==> src/rtl/usb_cmd_rx_if.sv <==
// Receive-side signals of the FIFO chip bus in synchronous 245 mode,
// plus the tx/rx ownership handshake shared with the transmit path.
interface usb_cmd_rx_if;
    logic       rxf;
    logic [7:0] data_in;
    logic       tx_active;
    logic       oe;
    logic       rd;
    logic       rx_active;

    modport master (
        output rxf,
        output data_in,
        output tx_active,
        input  oe,
        input  rd,
        input  rx_active
    );

    modport slave (
        input  rxf,
        input  data_in,
        input  tx_active,
        output oe,
        output rd,
        output rx_active
    );
endinterface

==> src/rtl/usb_cmd_rx.sv <==
// Host command receiver: reads the FIFO chip's receive side in bounded bursts,
// parses 5-byte A5 packets and holds the scope configuration registers.
module usb_cmd_rx #(
    parameter int MAX_BURST      = 64,
    parameter int TIMEOUT_CYCLES = 60000
) (
    input  logic         i_clk_in,
    input  logic         i_reset,
    usb_cmd_rx_if.slave  bus,
    output logic [3:0]   o_volt_sel,
    output logic [3:0]   o_time_sel,
    output logic [11:0]  o_trig_level,
    output logic         o_ch_sel,
    output logic         o_run,
    output logic         o_cfg_update,
    output logic [7:0]   o_err_count
);
    localparam int            BW         = $clog2(MAX_BURST + 1);
    localparam int            TW         = $clog2(TIMEOUT_CYCLES + 1);
    localparam logic [BW-1:0] BURST_LAST = BW'(MAX_BURST - 1);
    localparam logic [TW-1:0] IDLE_LAST  = TW'(TIMEOUT_CYCLES - 1);
    localparam logic [7:0]    SYNC_BYTE  = 8'hA5;

    typedef enum logic [1:0] {B_IDLE, B_TURN, B_READ, B_RELEASE} bus_state_t;
    typedef enum logic [2:0] {P_SYNC, P_OP, P_VHI, P_VLO, P_CSUM} prs_state_t;

    bus_state_t    r_bus_state, w_bus_next;
    logic [BW-1:0] r_burst_cnt;
    logic          w_oe, w_rd, w_rx_active, w_capture;
    logic [7:0]    r_rx_byte;
    logic          r_rx_valid;

    prs_state_t    r_prs_state, w_prs_next;
    logic [7:0]    r_opcode, r_val_hi, r_val_lo;
    logic [TW-1:0] r_idle_cnt;
    logic          w_timeout, w_pkt_ok, w_pkt_bad, w_val_ok;
    logic [15:0]   w_value;

    logic [3:0]    r_volt_sel, r_time_sel;
    logic [11:0]   r_trig_level;
    logic          r_ch_sel, r_run, r_cfg_update;
    logic [7:0]    r_err_count;

    assign w_capture = (r_bus_state == B_READ) && !bus.rxf;

    always_ff @(posedge i_clk_in) begin
        if (i_reset) begin
            r_bus_state <= B_IDLE;
            r_burst_cnt <= '0;
            r_rx_byte   <= '0;
            r_rx_valid  <= 1'b0;
        end else begin
            r_bus_state <= w_bus_next;
            r_rx_valid  <= w_capture;
            if (w_capture) begin
                r_rx_byte   <= bus.data_in;
                r_burst_cnt <= r_burst_cnt + BW'(1);
            end else if (r_bus_state == B_RELEASE) begin
                r_burst_cnt <= '0;
            end
        end
    end

    // Bus outputs are pure functions of state so reset forces them idle at the edge.
    always_comb begin
        w_bus_next  = r_bus_state;
        w_oe        = 1'b1;
        w_rd        = 1'b1;
        w_rx_active = 1'b0;
        case (r_bus_state)
            B_IDLE: begin
                if (!bus.rxf && !bus.tx_active) w_bus_next = B_TURN;
            end
            B_TURN: begin
                w_oe        = 1'b0;
                w_rx_active = 1'b1;
                w_bus_next  = B_READ;
            end
            B_READ: begin
                w_oe        = 1'b0;
                w_rd        = 1'b0;
                w_rx_active = 1'b1;
                if (bus.rxf || (r_burst_cnt == BURST_LAST)) w_bus_next = B_RELEASE;
            end
            B_RELEASE: begin
                w_rx_active = 1'b1;
                w_bus_next  = B_IDLE;
            end
            default: w_bus_next = B_IDLE;
        endcase
    end

    assign bus.oe        = w_oe;
    assign bus.rd        = w_rd;
    assign bus.rx_active = w_rx_active;

    assign w_value = {r_val_hi, r_val_lo};

    always_comb begin
        w_val_ok = 1'b0;
        case (r_opcode)
            8'h01:        w_val_ok = (w_value <= 16'd9);
            8'h02:        w_val_ok = (w_value <= 16'd11);
            8'h03:        w_val_ok = (r_val_hi[7:4] == 4'h0);
            8'h04, 8'h05: w_val_ok = (w_value <= 16'd1);
            default:      w_val_ok = 1'b0;
        endcase
    end

    always_comb begin
        w_prs_next = r_prs_state;
        w_pkt_ok   = 1'b0;
        w_pkt_bad  = 1'b0;
        w_timeout  = (r_prs_state != P_SYNC) && !r_rx_valid && (r_idle_cnt == IDLE_LAST);
        if (w_timeout) begin
            w_prs_next = P_SYNC;
        end else if (r_rx_valid) begin
            case (r_prs_state)
                P_SYNC: if (r_rx_byte == SYNC_BYTE) w_prs_next = P_OP;
                P_OP:   w_prs_next = P_VHI;
                P_VHI:  w_prs_next = P_VLO;
                P_VLO:  w_prs_next = P_CSUM;
                P_CSUM: begin
                    w_prs_next = P_SYNC;
                    if ((r_rx_byte == (r_opcode ^ r_val_hi ^ r_val_lo)) && w_val_ok)
                        w_pkt_ok = 1'b1;
                    else
                        w_pkt_bad = 1'b1;
                end
                default: w_prs_next = P_SYNC;
            endcase
        end
    end

    always_ff @(posedge i_clk_in) begin
        if (i_reset) begin
            r_prs_state  <= P_SYNC;
            r_opcode     <= '0;
            r_val_hi     <= '0;
            r_val_lo     <= '0;
            r_idle_cnt   <= '0;
            r_volt_sel   <= 4'd4;
            r_time_sel   <= 4'd6;
            r_trig_level <= 12'h800;
            r_ch_sel     <= 1'b0;
            r_run        <= 1'b1;
            r_cfg_update <= 1'b0;
            r_err_count  <= '0;
        end else begin
            r_prs_state  <= w_prs_next;
            r_cfg_update <= w_pkt_ok;
            if ((r_prs_state == P_SYNC) || r_rx_valid || w_timeout)
                r_idle_cnt <= '0;
            else
                r_idle_cnt <= r_idle_cnt + TW'(1);
            if (r_rx_valid) begin
                case (r_prs_state)
                    P_OP:    r_opcode <= r_rx_byte;
                    P_VHI:   r_val_hi <= r_rx_byte;
                    P_VLO:   r_val_lo <= r_rx_byte;
                    default: ;
                endcase
            end
            if (w_pkt_ok) begin
                case (r_opcode)
                    8'h01:   r_volt_sel   <= r_val_lo[3:0];
                    8'h02:   r_time_sel   <= r_val_lo[3:0];
                    8'h03:   r_trig_level <= w_value[11:0];
                    8'h04:   r_ch_sel     <= r_val_lo[0];
                    8'h05:   r_run        <= r_val_lo[0];
                    default: ;
                endcase
            end
            if ((w_pkt_bad || w_timeout) && (r_err_count != 8'hFF))
                r_err_count <= r_err_count + 8'd1;
        end
    end

    assign o_volt_sel   = r_volt_sel;
    assign o_time_sel   = r_time_sel;
    assign o_trig_level = r_trig_level;
    assign o_ch_sel     = r_ch_sel;
    assign o_run        = r_run;
    assign o_cfg_update = r_cfg_update;
    assign o_err_count  = r_err_count;
endmodule

==> src/flat_wrapper.sv <==
// flat-port wrapper written by rule: the top's interface ports become plain ports
module usb_cmd_rx_flat 
#(
    parameter int MAX_BURST      = 64,
    parameter int TIMEOUT_CYCLES = 60000
)
  (i_clk_in, i_reset, o_volt_sel, o_time_sel, o_trig_level, o_ch_sel, o_run, o_cfg_update, o_err_count, bus_rxf, bus_data_in, bus_tx_active, bus_oe, bus_rd, bus_rx_active);
  usb_cmd_rx_if bus_i ();
  input  logic i_clk_in;
  input  logic i_reset;
  output logic [3:0] o_volt_sel;
  output logic [3:0] o_time_sel;
  output logic [11:0] o_trig_level;
  output logic o_ch_sel;
  output logic o_run;
  output logic o_cfg_update;
  output logic [7:0] o_err_count;
  input wire logic [$bits(bus_i.rxf)-1:0] bus_rxf;
  input wire logic [$bits(bus_i.data_in)-1:0] bus_data_in;
  input wire logic [$bits(bus_i.tx_active)-1:0] bus_tx_active;
  output wire logic [$bits(bus_i.oe)-1:0] bus_oe;
  output wire logic [$bits(bus_i.rd)-1:0] bus_rd;
  output wire logic [$bits(bus_i.rx_active)-1:0] bus_rx_active;
  assign bus_i.rxf = bus_rxf;
  assign bus_i.data_in = bus_data_in;
  assign bus_i.tx_active = bus_tx_active;
  assign bus_oe = bus_i.oe;
  assign bus_rd = bus_i.rd;
  assign bus_rx_active = bus_i.rx_active;
  usb_cmd_rx #(.MAX_BURST(MAX_BURST), .TIMEOUT_CYCLES(TIMEOUT_CYCLES)) u_core (.i_clk_in(i_clk_in), .i_reset(i_reset), .bus(bus_i), .o_volt_sel(o_volt_sel), .o_time_sel(o_time_sel), .o_trig_level(o_trig_level), .o_ch_sel(o_ch_sel), .o_run(o_run), .o_cfg_update(o_cfg_update), .o_err_count(o_err_count));
endmodule
==> config.mk <==
export PLATFORM = sky130hd
export DESIGN_NAME = usb_cmd_rx_flat
export DESIGN_NICKNAME = d
export VERILOG_FILES = /design/src/rtl/usb_cmd_rx_if.sv /design/src/rtl/usb_cmd_rx.sv /design/src/flat_wrapper.sv
export SDC_FILE = /design/constraint.sdc
export NUM_CORES = 1
export LEC_CHECK = 0
export CORE_MARGIN = 2
export CORE_UTILIZATION = 58
export CTS_BUF_LIST = sky130_fd_sc_hd__clkbuf_4
export DETAILED_ROUTE_END_ITERATION = 6
export PLACE_DENSITY = 0.82
export SLEW_MARGIN = 10
export SYNTH_ARGS = -nofsm -noshare
export SYNTH_HDL_FRONTEND = slang
export SYNTH_SLANG_ARGS = --single-unit
export TNS_END_PERCENT = 1
==> constraint.sdc <==
create_clock -name i_clk_in -period 3.1 [get_ports i_clk_in]
set_clock_uncertainty 0.1 [all_clocks]
set_input_delay 0.62 -clock i_clk_in [delete_from_list [all_inputs] [get_ports i_clk_in]]
set_output_delay 0.62 -clock i_clk_in [all_outputs]
set_load 0.01 [all_outputs]
==> run metrics <==
Row Count=30; instance area at placement=4630 sq um; mean cell area of the mapped netlist=8.48 sq um; actual transition at the worst max-transition pin=0.666 ns; largest stage delay on the critical path=around 0.5 ns; synthesized cell area=4120 sq um; initial standard-cell utilization of the core=between 60% and 70%; pin count of the biggest net entering global routing=66; post-synth top area cell=sky130_fd_sc_hd__dfxtp_1; leading post-synthesis cells by cell area=sky130_fd_sc_hd__dfxtp_1 (45%), sky130_fd_sc_hd__nand2_1 (7.7%), sky130_fd_sc_hd__a21oi_1 (5.6%); Power Total=about 2.2 mW; number of fill cells=just under 600; Post-Place Worst Slack=between 0.4 and 0.5 ns; Power per Cell Area=450 nW/um^2; Layout Nets=542; DRC Markers=0; via count of the first global-routing pass=3,175; H-tree levels=3; ant diodes=0; overall die area=approximately 7800 sq um; detailed-router iteration count before antenna repair=6; CTS tree=done; XOR/XNOR share of the synthesized area=7.34%; top-count cell post-synth=sky130_fd_sc_hd__dfxtp_1; number of clock sinks=92; top flip-flop cell by instance count after synthesis=sky130_fd_sc_hd__dfxtp_1; dominant combinational cell family by area after synthesis=simple AND/OR/NAND/NOR gates; Util after Layout=69.9%; via density per instance=5.52; number of CTS-inserted buffers=9; clock latency at the later pin of the worst-skew pair=0.45 ns; count of synthesis-stage warnings from yosys=0; origin of the worst min-delay path=u_core.r_val_hi[6]; share of synthesized cell area in and, or, nand and nor gates=25.4%; Hold-fix buffers, CTS=0; maximum count of clock buffers along a single path=2; aggregate negative setup slack=0 ns; achievable clock frequency=0.371 GHz; min Tclk post-route=approximately 2.7 ns; all-layer global routing usage=around a quarter; cell types with the highest counts after synthesis=sky130_fd_sc_hd__dfxtp_1 (92), sky130_fd_sc_hd__nand2_1 (85), sky130_fd_sc_hd__nor2_1 (59), sky130_fd_sc_hd__a21oi_1 (46); CP Class=register to register; Avg WL per Cell=between 10 and 15 microns; global route total overflow=0; IO Count=46; FF+latch count, synth=92; count of antenna-violating nets left after detailed routing=0; die width=about 90 microns; number of max-cap violations=0; arrival time at the worst endpoint=2.97 ns; final weighted congestion of routability-driven global placement=0.801; worst hold slack across all endpoints=0.382 ns; area added between synthesis and finish=15.9%; Std-Cell Core Area=6830 sq um; detailed placer's ending HPWL=6090 microns; setup repair bufs after CTS=0; count of buffers inserted at the top-level ports=45; Inst Count DP=608; max-slew violation total from the final report=0; worst-case headroom to the max-slew limit=55.6%; Root Buffer=sky130_fd_sc_hd__clkbuf_4; kind of path behind the tightest hold check=register to register; required time of the worst setup path=3.37 ns; RSZ-0062 raised after global routing=false; final setup violating endpoints=0; number of DRC violations after detailed-routing iteration 0=224; peak supply drop=approximately 0.33 mV; vias post-DR=about 3,400; wire length of the first global-routing pass=14,700 microns; critical path peak fanout=15; gate count of the mapped netlist=approximately 500; Critical path origin=u_core.r_opcode[2]; syn nets=505; vertical die dimension=roughly 88 microns; Fin. Hold Viols=0; Tcrit/Tclk final=87.0%; antenna violations before repair=0; Leak Pwr=1.82 nW; cell area after layout=between 4000 and 5000 sq um; fraction of registers with async set/reset=0%; Distinct cells, synth=52; sort of element at the start of the critical path=register; share of cell area taken by muxes after synthesis=5.89%; ratio of cells with drive above 1 in the final layout=6.82%; start of the worst register-to-register path=u_core.r_opcode[2]; ordered list of cells on the worst path=nor2b_1, nor4b_1, a221oi_2, or3_1, o21ai_2, nor3_1, o221a_2; least setup slack across all paths after layout=0.402 ns; Compound-Gate Fraction of Synth Area=between 10% and 20%; sequential area share after synthesis=44.7%; post-layout instance count excluding filler cells=624; cell with the largest stage delay on the worst path=sky130_fd_sc_hd__dfxtp_1; number of enable-type register cells in the synthesized netlist=0; post-synthesis adder-cell area fraction=2.37%; final wirelength=8700 microns; element type at the critical path end=register; clock-pin slew of the registers on the worst-case setup and hold paths=0.16 ns; fraction of post-synthesis cell area in the top cell type by area=44.7%; outcome=complete, no violations; CTS resizes=0
==> cells in the final DEF, fill, tap and decap left out, types with 6 or more instances in the layout <==
| cell type | n |
|---|---|
| sky130_fd_sc_hd__a21oi_1 | 46 |
| sky130_fd_sc_hd__and3_1 | 9 |
| sky130_fd_sc_hd__buf_4 | 7 |
| sky130_fd_sc_hd__clkbuf_4 | 9 |
| sky130_fd_sc_hd__clkdlybuf4s50_1 | 44 |
| sky130_fd_sc_hd__dfxtp_1 | 92 |
| sky130_fd_sc_hd__ha_1 | 7 |
| sky130_fd_sc_hd__inv_1 | 13 |
| sky130_fd_sc_hd__mux2i_1 | 22 |
| sky130_fd_sc_hd__nand2_1 | 85 |
| sky130_fd_sc_hd__nand3_1 | 12 |
| sky130_fd_sc_hd__nand4_1 | 10 |
| sky130_fd_sc_hd__nor2_1 | 59 |
| sky130_fd_sc_hd__nor3_1 | 6 |
| sky130_fd_sc_hd__o21ai_0 | 9 |
| sky130_fd_sc_hd__xnor2_1 | 18 |
| sky130_fd_sc_hd__xor2_1 | 14 |
==> logic make-up (layout without fill, tap and decap cells) <==
family / Yosys count / in the layout
AND/OR/NAND/NOR: 217 / 217
flip-flops: 92 / 92
AO/OA/AOI/OAI: 73 / 73
buffers and inverters: 39 / 81
XOR/XNOR: 33 / 33
multiplexers: 24 / 24
adder cells (fa/ha/maj): 8 / 8
==> report_power, final <==
part	switching [mW]	internal (mW)
registers	0.0266	1.21
clock network	0.422	0.250
logic	0.135	0.112
total	0.584	1.57
==> state kept, by name (all words and copies together), names as in the netlist <==
register / count
u_core.o_cfg_update: 1
u_core.r_val_lo: 8
u_core.r_opcode: 8
u_core.o_time_sel: 4
u_core.o_volt_sel: 4
u_core.r_rx_valid: 1
u_core.r_burst_cnt: 7
u_core.o_trig_level: 12
u_core.r_idle_cnt: 16
u_core.o_err_count: 8
u_core.o_ch_sel: 1
u_core.r_rx_byte: 8
u_core.r_bus_state: 2
u_core.o_run: 1
u_core.r_val_hi: 8
u_core.r_prs_state: 3
==> worst paths after layout <==
| check | end | slack, ns | depth (start not counted) |
|---|---|---|---|
| setup reg to reg | u_core.o_err_count[6] | 0.40 | 7 |
| setup / recovery | u_core.o_err_count[6] | 0.40 | 7 |
| hold reg to reg | u_core.r_val_hi[6] | 0.38 | 2 |
| hold / removal | u_core.r_val_hi[6] | 0.38 | 2 |
==> metal layers <==
layer / routed length, microns / GRT usage (%) / up-vias
met5: 0 / 0 / -
met4: 122 / 8.40 / 0
met3: 321 / 5.97 / 14
met2: 4250 / 38.6 / 83
met1: 4000 / 31.1 / 1612
li1: - / - / 1736
==> layout make-up <==
type / instances / area [sq um] / share of cell area, %
flip-flops and latches: 92 / 1840 / 38.6
repair buffers: 52 / 498 / 10.4
inverters: 13 / 48.8 / 1.02
clock buffers: 9 / 67.6 / 1.41
clock inverters: 7 / 75.1 / 1.57
multi-input cells: 355 / 2130 / 44.5
well taps: 96 / 120 / 2.51
==> worst max-delay path, delay by kind of cell (launching register included) <==
kind	cells	cell delay, ns
and+or+nand+nor	4	1.14
DFF	1	0.51
AOI/OAI and AO/OA	3	0.86
Note: power is estimated with default switching activity, not from simulation.
